## src/rtl/bp_me_prefetch_stream_buffer.sv

```systemverilog
// Best-offset stream prefetch buffer between a bsg_cache DMA port and one L2 bank's memory DMA port.
// Demand reads that hit a completed prefetch are streamed locally; each demand read may launch one in-page prefetch.
module bp_me_prefetch_stream_buffer #(
    parameter int addr_width_p  = 40,
    parameter int fill_width_p  = 64,
    parameter int block_beats_p = 8,
    parameter int entries_p     = 4,
    parameter int lg_offsets_p  = 6,
    parameter int page_bits_p   = 12
) (
    input  logic                    clk_i,
    input  logic                    reset_n_i,
    input  logic                    enable_i,
    input  logic [lg_offsets_p-1:0] offset_i,
    input  logic [addr_width_p-1:0] cache_pkt_addr_i,
    input  logic                    cache_pkt_write_i,
    input  logic                    cache_pkt_v_i,
    output logic                    cache_pkt_ready_and_o,
    output logic [fill_width_p-1:0] cache_data_o,
    output logic                    cache_data_v_o,
    input  logic                    cache_data_ready_and_i,
    output logic [addr_width_p-1:0] mem_pkt_addr_o,
    output logic                    mem_pkt_write_o,
    output logic                    mem_pkt_v_o,
    input  logic                    mem_pkt_ready_and_i,
    input  logic [fill_width_p-1:0] mem_data_i,
    input  logic                    mem_data_v_i,
    output logic                    mem_data_ready_and_o,
    output logic [31:0]             hit_count_o,
    output logic [31:0]             pf_issued_count_o
);

    localparam int blockOffW = $clog2(block_beats_p * fill_width_p / 8);
    localparam int blockW    = addr_width_p - blockOffW;
    localparam int pageLo    = page_bits_p - blockOffW;
    localparam int beatW     = $clog2(block_beats_p);
    localparam int idxW      = (entries_p > 1) ? $clog2(entries_p) : 1;

    typedef enum logic [2:0] {
        e_ready, e_wr_req, e_hit, e_miss_req, e_miss_fill, e_pf_gen, e_pf_req, e_pf_fill
    } state_e;

    state_e                state_q, state_d;
    logic [blockW-1:0]     reqBlock_q, reqBlock_d;
    logic [blockW-1:0]     pfBlock_q, pfBlock_d;
    logic [beatW-1:0]      beatCnt_q, beatCnt_d;
    logic [idxW-1:0]       hitIdx_q, hitIdx_d;
    logic [idxW-1:0]       victim_q, victim_d;
    logic [idxW-1:0]       replPtr_q, replPtr_d;
    logic [entries_p-1:0]  valid_q, valid_d;
    logic [31:0]           hitCount_q, hitCount_d;
    logic [31:0]           pfCount_q, pfCount_d;
    logic [blockW-1:0]     tag_q [entries_p];
    logic [fill_width_p-1:0] data_q [entries_p][block_beats_p];

    logic [blockW-1:0]     demandBlock, pfTarget;
    logic [entries_p-1:0]  demandMatch, targetMatch;
    logic [idxW-1:0]       demandIdx, freeIdx;
    logic                  anyFree, lastBeat, pfAllowed;
    logic [blockOffW-1:0]  unusedAddrBits;

    assign demandBlock    = cache_pkt_addr_i[addr_width_p-1:blockOffW];
    assign unusedAddrBits = cache_pkt_addr_i[blockOffW-1:0];
    assign pfTarget       = reqBlock_q + blockW'(offset_i);
    assign lastBeat       = (beatCnt_q == beatW'(block_beats_p - 1));
    assign pfAllowed      = enable_i && (offset_i != '0) && !(|targetMatch)
                            && (pfTarget[blockW-1:pageLo] == reqBlock_q[blockW-1:pageLo]);
    assign hit_count_o       = hitCount_q;
    assign pf_issued_count_o = pfCount_q;

    // Tag lookups; descending scan leaves the lowest matching / free index.
    always_comb begin
        demandMatch = '0;
        targetMatch = '0;
        demandIdx   = '0;
        freeIdx     = '0;
        anyFree     = 1'b0;
        for (int i = 0; i < entries_p; i++) begin
            demandMatch[i] = valid_q[i] && (tag_q[i] == demandBlock);
            targetMatch[i] = valid_q[i] && (tag_q[i] == pfTarget);
        end
        for (int i = entries_p - 1; i >= 0; i--) begin
            if (demandMatch[i]) demandIdx = idxW'(i);
            if (!valid_q[i]) begin
                freeIdx = idxW'(i);
                anyFree = 1'b1;
            end
        end
    end

    always_ff @(posedge clk_i or negedge reset_n_i) begin
        if (!reset_n_i) begin
            state_q    <= e_ready;
            reqBlock_q <= '0;
            pfBlock_q  <= '0;
            beatCnt_q  <= '0;
            hitIdx_q   <= '0;
            victim_q   <= '0;
            replPtr_q  <= '0;
            valid_q    <= '0;
            hitCount_q <= '0;
            pfCount_q  <= '0;
        end else begin
            state_q    <= state_d;
            reqBlock_q <= reqBlock_d;
            pfBlock_q  <= pfBlock_d;
            beatCnt_q  <= beatCnt_d;
            hitIdx_q   <= hitIdx_d;
            victim_q   <= victim_d;
            replPtr_q  <= replPtr_d;
            valid_q    <= valid_d;
            hitCount_q <= hitCount_d;
            pfCount_q  <= pfCount_d;
        end
    end

    // Payload storage needs no reset: a tag is only trusted once its valid bit is set.
    always_ff @(posedge clk_i) begin
        if (state_q == e_pf_fill && mem_data_v_i) begin
            data_q[victim_q][beatCnt_q] <= mem_data_i;
            if (lastBeat) tag_q[victim_q] <= pfBlock_q;
        end
    end

    always_comb begin
        state_d    = state_q;
        reqBlock_d = reqBlock_q;
        pfBlock_d  = pfBlock_q;
        beatCnt_d  = beatCnt_q;
        hitIdx_d   = hitIdx_q;
        victim_d   = victim_q;
        replPtr_d  = replPtr_q;
        valid_d    = valid_q;
        hitCount_d = hitCount_q;
        pfCount_d  = pfCount_q;
        case (state_q)
            e_ready: if (cache_pkt_v_i) begin
                reqBlock_d = demandBlock;
                beatCnt_d  = '0;
                if (cache_pkt_write_i) begin
                    valid_d = valid_q & ~demandMatch;
                    state_d = e_wr_req;
                end else if (|demandMatch) begin
                    hitIdx_d = demandIdx;
                    state_d  = e_hit;
                end else begin
                    state_d = e_miss_req;
                end
            end
            e_wr_req: if (mem_pkt_ready_and_i) state_d = e_ready;
            e_hit: if (cache_data_ready_and_i) begin
                beatCnt_d = beatCnt_q + beatW'(1);
                if (lastBeat) begin
                    valid_d[hitIdx_q] = 1'b0;
                    hitCount_d        = hitCount_q + 32'd1;
                    state_d           = e_pf_gen;
                end
            end
            e_miss_req: if (mem_pkt_ready_and_i) state_d = e_miss_fill;
            e_miss_fill: if (mem_data_v_i && cache_data_ready_and_i) begin
                beatCnt_d = beatCnt_q + beatW'(1);
                if (lastBeat) state_d = e_pf_gen;
            end
            e_pf_gen: begin
                pfBlock_d = pfTarget;
                beatCnt_d = '0;
                state_d   = pfAllowed ? e_pf_req : e_ready;
            end
            e_pf_req: begin
                if (mem_pkt_ready_and_i) begin
                    pfCount_d         = pfCount_q + 32'd1;
                    victim_d          = anyFree ? freeIdx : replPtr_q;
                    replPtr_d         = (replPtr_q == idxW'(entries_p - 1)) ? '0 : replPtr_q + idxW'(1);
                    valid_d[victim_d] = 1'b0;
                    state_d           = e_pf_fill;
                end else if (cache_pkt_v_i) begin
                    state_d = e_ready;
                end
            end
            e_pf_fill: if (mem_data_v_i) begin
                beatCnt_d = beatCnt_q + beatW'(1);
                if (lastBeat) begin
                    valid_d[victim_q] = 1'b1;
                    state_d           = e_ready;
                end
            end
            default: state_d = e_ready;
        endcase
    end

    // Demand ready is held low while reset is asserted even though the state register sits in e_ready.
    always_comb begin
        cache_pkt_ready_and_o = 1'b0;
        cache_data_o          = '0;
        cache_data_v_o        = 1'b0;
        mem_pkt_addr_o        = '0;
        mem_pkt_write_o       = 1'b0;
        mem_pkt_v_o           = 1'b0;
        mem_data_ready_and_o  = 1'b0;
        case (state_q)
            e_ready: cache_pkt_ready_and_o = reset_n_i;
            e_wr_req: begin
                mem_pkt_v_o     = 1'b1;
                mem_pkt_write_o = 1'b1;
                mem_pkt_addr_o  = {reqBlock_q, {blockOffW{1'b0}}};
            end
            e_hit: begin
                cache_data_v_o = 1'b1;
                cache_data_o   = data_q[hitIdx_q][beatCnt_q];
            end
            e_miss_req: begin
                mem_pkt_v_o    = 1'b1;
                mem_pkt_addr_o = {reqBlock_q, {blockOffW{1'b0}}};
            end
            e_miss_fill: begin
                cache_data_v_o       = mem_data_v_i;
                cache_data_o         = mem_data_i;
                mem_data_ready_and_o = cache_data_ready_and_i;
            end
            e_pf_req: begin
                mem_pkt_v_o    = 1'b1;
                mem_pkt_addr_o = {pfBlock_q, {blockOffW{1'b0}}};
            end
            e_pf_fill: mem_data_ready_and_o = 1'b1;
            default: ;
        endcase
    end

endmodule

```

## config.mk

```make
export PLATFORM = sky130hd
export DESIGN_NAME = bp_me_prefetch_stream_buffer
export DESIGN_NICKNAME = d
export VERILOG_FILES = /design/src/rtl/bp_me_prefetch_stream_buffer.sv
export SDC_FILE = /design/constraint.sdc
export NUM_CORES = 2
export LEC_CHECK = 0
export ABC_CLOCK_PERIOD_IN_PS = 5100
export CAP_MARGIN = 20
export CORE_MARGIN = 4
export CORE_UTILIZATION = 55
export CTS_BUF_LIST = sky130_fd_sc_hd__clkbuf_8
export DETAILED_ROUTE_END_ITERATION = 12
export GPL_ROUTABILITY_DRIVEN = 0
export PLACE_DENSITY = 0.73
export SYNTH_ARGS = -nofsm -noshare
export SYNTH_HDL_FRONTEND = slang
export SYNTH_SLANG_ARGS = --single-unit
```

## constraint.sdc

```tcl
create_clock -name clk_i -period 5.1 [get_ports clk_i]
set_input_delay 0.765 -clock clk_i [delete_from_list [all_inputs] [get_ports clk_i]]
set_output_delay 0.765 -clock clk_i [all_outputs]
set_load 0.01 [all_outputs]
```

# [After elaboration in Yosys (flattened, before gate mapping)]
# Memories as Yosys holds them, arrays and structs flattened.
# Index checks and enable logic that the tools add are counted.
[word_totals] regBits=148 ramBits=2184 in_bits=118 out_inout_bits=173 elab_cells=159 memories=2
[memory_table] memory="data_q" words=4 width=512 rd=1 rd_clocked_by_memory_dff=0 write_ports=1 line_no="54" rtl="logic [fill_width_p-1:0] data_q [entries_p][block_beats_p];"
[memory_table] memory="tag_q" words=4 width=34 rd=4 rd_clocked_by_memory_dff=0 write_ports=1 line_no="53" rtl="logic [blockW-1:0] tag_q [entries_p];"
[classes] add_sub_neg=5 magnitude_cmp=8 eq_ne=29 mux=63 bitwise_logic=9 reduce_logical=33
[op_table] cell="2-to-1 mux 512 bit" n=1
[op_table] cell="== test 34 bit" n=8
[op_table] cell="binary-select mux 64 bit (select 3 bit)" n=1
[op_table] cell="demux 64 bit (select 3 bit)" n=1
[op_table] cell="2-to-1 mux 64 bit" n=3
[op_table] cell="case mux 64 bit (2 select lines)" n=1
[op_table] cell="case mux 40 bit (2 select lines)" n=1
[op_table] cell="adder 32 x 1 -> 32 bit (second input constant)" n=2
[op_table] cell="2-to-1 mux 3 bit" n=14
[op_table] cell="adder 34 x 6 -> 34 bit" n=1
[op_table] cell="== test 28 bit" n=1
[op_table] cell="2-to-1 mux 4 bit" n=7
[op_table] cell="case mux 3 bit (8 select lines)" n=1
[op_table] cell="2-to-1 mux 2 bit" n=11
[op_table] cell="!= test 2 bit (second input constant)" n=10
[op_table] cell="logical AND 1 bit" n=17
[op_table] cell="case mux 4 bit (4 select lines)" n=1
[op_table] cell="AND reduction 8 bit" n=2
[op_table] cell="== test 3 bit (second input constant)" n=5
[op_table] cell="2-to-1 mux 1 bit" n=15
[op_table] cell="case mux 3 bit (5 select lines)" n=1
[op_table] cell="bitwise AND 4 bit" n=3
[op_table] cell="inverter 4 bit" n=3
[op_table] cell="< comparator 2 x 3 -> 1 bit (second input constant)" n=3
[op_table] cell="other kinds (26)" n=34

# [Logic depth before layout (Yosys ltp)]
[logic_depth] ltp_word=13 mapped_depth=14 ltp_nobuf=13

# [Worst setup path after synthesis]
# Ideal clock, no wire load.
[synth_timing] path_type="reg-to-reg" from="register state_q[0]" to="memory data_q[3][0] in the netlist's numbering (enable)" setup_ps=487 arrival_time_ps=4223 required_ps=4613 setup_slack_ps=391 path_stages_with_launch=7 n_path_buf=3 synth_period_minus_slack_ps=4709 cell_sequence="dfrtp_1 > clkbuf_1 > clkbuf_1 > and3_1 > clkbuf_1 > nand4_1 > nor2_1"
[synth_between] elab_chain_len=4
[synth_lines] element="from (decl)" line_no="43" rtl="state_e state_q, state_d;"
[synth_lines] element="from (signal assigned)" line_no="93" rtl="state_q <= e_ready;"
[synth_lines] element="from (signal assigned)" line_no="104" rtl="state_q <= state_d;"
[synth_lines] element="== test 3 bit" line_no="119" rtl="if (state_q == e_pf_fill && mem_data_v_i) begin"
[synth_lines] element="logical AND 1 bit" line_no="119"
[synth_lines] element="2-to-1 mux 1 bit" line_no="119"
[synth_lines] element="2-to-1 mux 512 bit (implied by the code)" line_no="120" rtl="data_q[victim_q][beatCnt_q] <= mem_data_i;"
[synth_lines] element="to (decl)" line_no="54"
# Every way passes these cells.

# [Final worst setup path]
[layout_timing] from="register state_q[2]" to="output cache_data_o[1]"
[layout_between] elab_chain_len=2 elab_cells_between_ends=3 cone_classes="eq/ne (2); mux (1)"
[layout_lines] element="== test 3 bit / == test 3 x 2 -> 1 bit (equally long branches)" line_no="200" rtl="case (state_q)"
[layout_lines] element="case mux 64 bit (2 select lines) (*)" line_no="200"
[layout_lines] element="to (decl)" line_no="19" rtl="output logic [fill_width_p-1:0] cache_data_o,"
# Every way passes the cells marked *; elsewhere a longest branch is shown, timed or not.

==> flow_metrics.tcl <==
set metrics [dict create \
    cts_tree "done" \
    grt_pass1_vias 51400 \
    grt_pass1_wl_mm 366 \
    dp.cells 7104 \
    worst_slew_pin_slew_ns 1.10 \
    fmax_mhz 202 \
    ys_seq_area_share_pct 74.5 \
    root_buffer "clkbuf_8" \
    status "finished clean" \
    cp-start-kind "flip-flop" \
    layout-drive-gt1-share_pct 23.2 \
    p_leak_nw 33.9 \
    synthMuxAreaShare_pct 12.9 \
    grtUsageMet2_pct 44.9 \
    die_h_um 419 \
    dpl_worst_slack_ns 0.0582 \
    r2r_cells 12 \
    final-hold-violation-count 0 \
    crit_arrival_ns 4.17 \
    drc_errors 0 \
    dieArea_um2 176000 \
    gr-usage-all-layers_pct 29.3 \
    start_util_pct 55.5 \
    worst-setup-path-type "flip-flop to primary output" \
    reg2reg_from "reqBlock_q[16]$_DFFE_PN0P_" \
    drt-total-wl_mm 257 \
    power_density_nw_per_um2 410 \
    multiInputGateArea_um2 22800 \
    hold_class "input port to async pin" \
    final_antenna_net_count 0 \
    clock_sinks 2332 \
    rows 150 \
    wl_per_cell_um 33.0 \
    fp.dieW_um 419 \
    maxCapViolations 0 \
    fin_crit_sh_pct 96.8 \
    io_buffers 278 \
    synth_edf_count 2184 \
    avgSynthCellArea_um2 19.9 \
    slew_headroom_pct 26.4 \
    syn_inst 4683 \
    clk_latency_ns 1.05 \
    setup_ws_ns 0.161 \
    num-fill-cells 11200 \
    synth_flop_cell "edfxtp_1" \
    drv_slew 0 \
    ff_latch_area_um2 69300 \
    cts_buffers 376 \
    async_flop_share_pct 6.35 \
    synth_cell_types 84 \
    ys_ff_latch 2332 \
    synth_top_family_by_area "multiplexers" \
    grt_use_met1_pct 40.6 \
    dp_hpwl_mm 139 \
    syn2layout_area_growth_pct 15.1 \
    synthSimpleGateAreaFrac_pct 3.18 \
    rsz0062_at_grt "false" \
    core-area_um2 168000 \
    synth_xor_area_share_pct 3.56 \
    r2r_end "state_q[2]$_DFFE_PN0P_" \
    end_kind "primary output" \
    synth_compound_gate_area_share_pct 4.38 \
    synth_fa_ha_area_share_pct 0.170 \
    top_usage_layer "met2" \
    cts_resized 0 \
    fin_tns_setup_ns 0 \
    dr.pass1.iters 8 \
    cp_max_fo 66 \
    grt_overflow 0 \
    htreeDepth 5 \
    fin_crit_ns 4.94 \
    path_clk_slew_ns 0.06 \
    io_pins 291 \
    final_cells 7779 \
    finalSetupViolations 0 \
    nets 5416 \
    met3_usage_pct 7.35 \
    fin_skew_ns 0.0590 \
    vias 51800 \
    vdd_drop_max_uv 313 \
    antenna_found_initial 18 \
    totalPowerFinal_mw 43.8 \
    cp.required_ns 4.34 \
    clock_path_buffers 4 \
    yosys_warnings 0 \
    syn_area_um2 93000 \
    grt_max_degree 116 \
    via_per_inst 6.65 \
    rrSetupSlack_ns 0.78 \
    drtIter0Drc 8148 \
]
report_power, final:
part,switching (mW),total [mW],internal [mW]
sequential,0.766,22.3,21.5
clock,7.08,14.7,7.64
combinational,4.18,6.86,2.68
timing repair:
item | in CTS | in global routing
setup buffers | 1 | 6
hold buffers | 1 | 0
endpoints found under the hold margin | 33 | 0
setup endpoints to repair | 18 | 12
pin swaps | 0 | 1
area by class of cell:
class | count | area share [%]
Sequential cell | 2332 | 64.7
Multi-Input combinational cell | 2047 | 21.3
Clock buffer | 393 | 5.05
Timing Repair Buffer | 506 | 4.96
Tap cell | 2204 | 2.58
Clock inverter | 260 | 1.24
Inverter | 23 | 0.0806
Antenna cell | 14 | 0.0327
kinds of logic (layout without fill, tap and decap cells):
logic type,count (synthesis),after routing
compound gates,549,549
xor+xnor,360,360
fa+ha+maj,12,12
buf+inv,309,1182
flops,2332,2332
mux,553,553
other cells,1,20
simple gates,567,567
worst max-delay path by stage:
stage | slack [ns] | depth (start not counted) | to | start
final | 0.16 | 5 | cache_data_o[1] | state_q[2]$_DFFE_PN0P_
after global routing | 0.03 | 6 | cache_data_o[53] | beatCnt_q[2]$_DFFE_PN0P_
after CTS | 0.02 | 7 | cache_data_o[39] | beatCnt_q[1]$_DFFE_PN0P_
after detailed placement | 0.06 | 15 | state_q[2]$_DFFE_PN0P_ | offset_i[0]
after global placement | 0.1 | 16 | state_q[2]$_DFFE_PN0P_ | offset_i[0]
after floorplan | 0.39 | 6 | data_q[3][0]$_DFFE_PP_ | state_q[0]$_DFFE_PN0P_
stage by stage:
stage	util [%]	hold slack, ns	area, µm²
2_1_floorplan	-	0.469	93000
3_3_place_gp	59.8	0.462	100000
3_5_place_dp	59.8	0.471	100000
4_1_cts	63.8	0.155	107000
5_1_grt	63.9	0.205	107000
6_report	63.9	0.212	107000
registers in the layout (all words and copies together), names as in the netlist, 4 cells and up:
name,flops
data_q,2048
hit_count_o,32
pfBlock_q,34
pf_issued_count_o,32
reqBlock_q,34
tag_q,136
valid_q,4
critical path, stage by stage, from the launching register on:
cell and delay [ns]:
dfrtp_1 0.74, clkinv_1 0.46, nor3_2 0.30, buf_12 0.52, a22o_1 0.42, clkdlybuf4s50_1 0.61
placed cells by master (no fill, tap or decap), drive strengths merged, types with 80 or more instances in the layout:
cell	synthesis	final
mux4	512	512
clkinv	1	127
a22o	93	93
xnor2	188	188
buf	78	228
xor2	161	161
a22oi	260	260
nand2	130	130
nand4	118	118
nor2	96	96
dfrtp	148	148
clkdlybuf4s50	0	277
o21ai	80	80
edfxtp	2184	2184
inv	22	142
clkbuf	208	393
Yosys cell counts (all sizes together), types with 33 or more instances:
master,n,share of area (%)
clkbuf,208,0.84
nor4,43,0.30
a22oi,260,2.1
nand3,53,0.29
nor3,33,0.18
mux4,512,12
edfxtp,2184,71
xor2,161,1.5
dfrtp,148,4.0
mux2,37,0.45
a22o,93,0.88
nand4,118,0.81
nand2,130,0.52
xnor2,188,1.8
nor2,96,0.39
buf,78,0.36
o21ai,80,0.43
metal layers:
layer / wire length, µm / up-vias
li1: - / 20600
met1: 93100 / 26700
met2: 121000 / 3745
met3: 31200 / 650
met4: 11700 / 4
met5: 27 / -
Note: power is estimated with default switching activity, not from simulation.
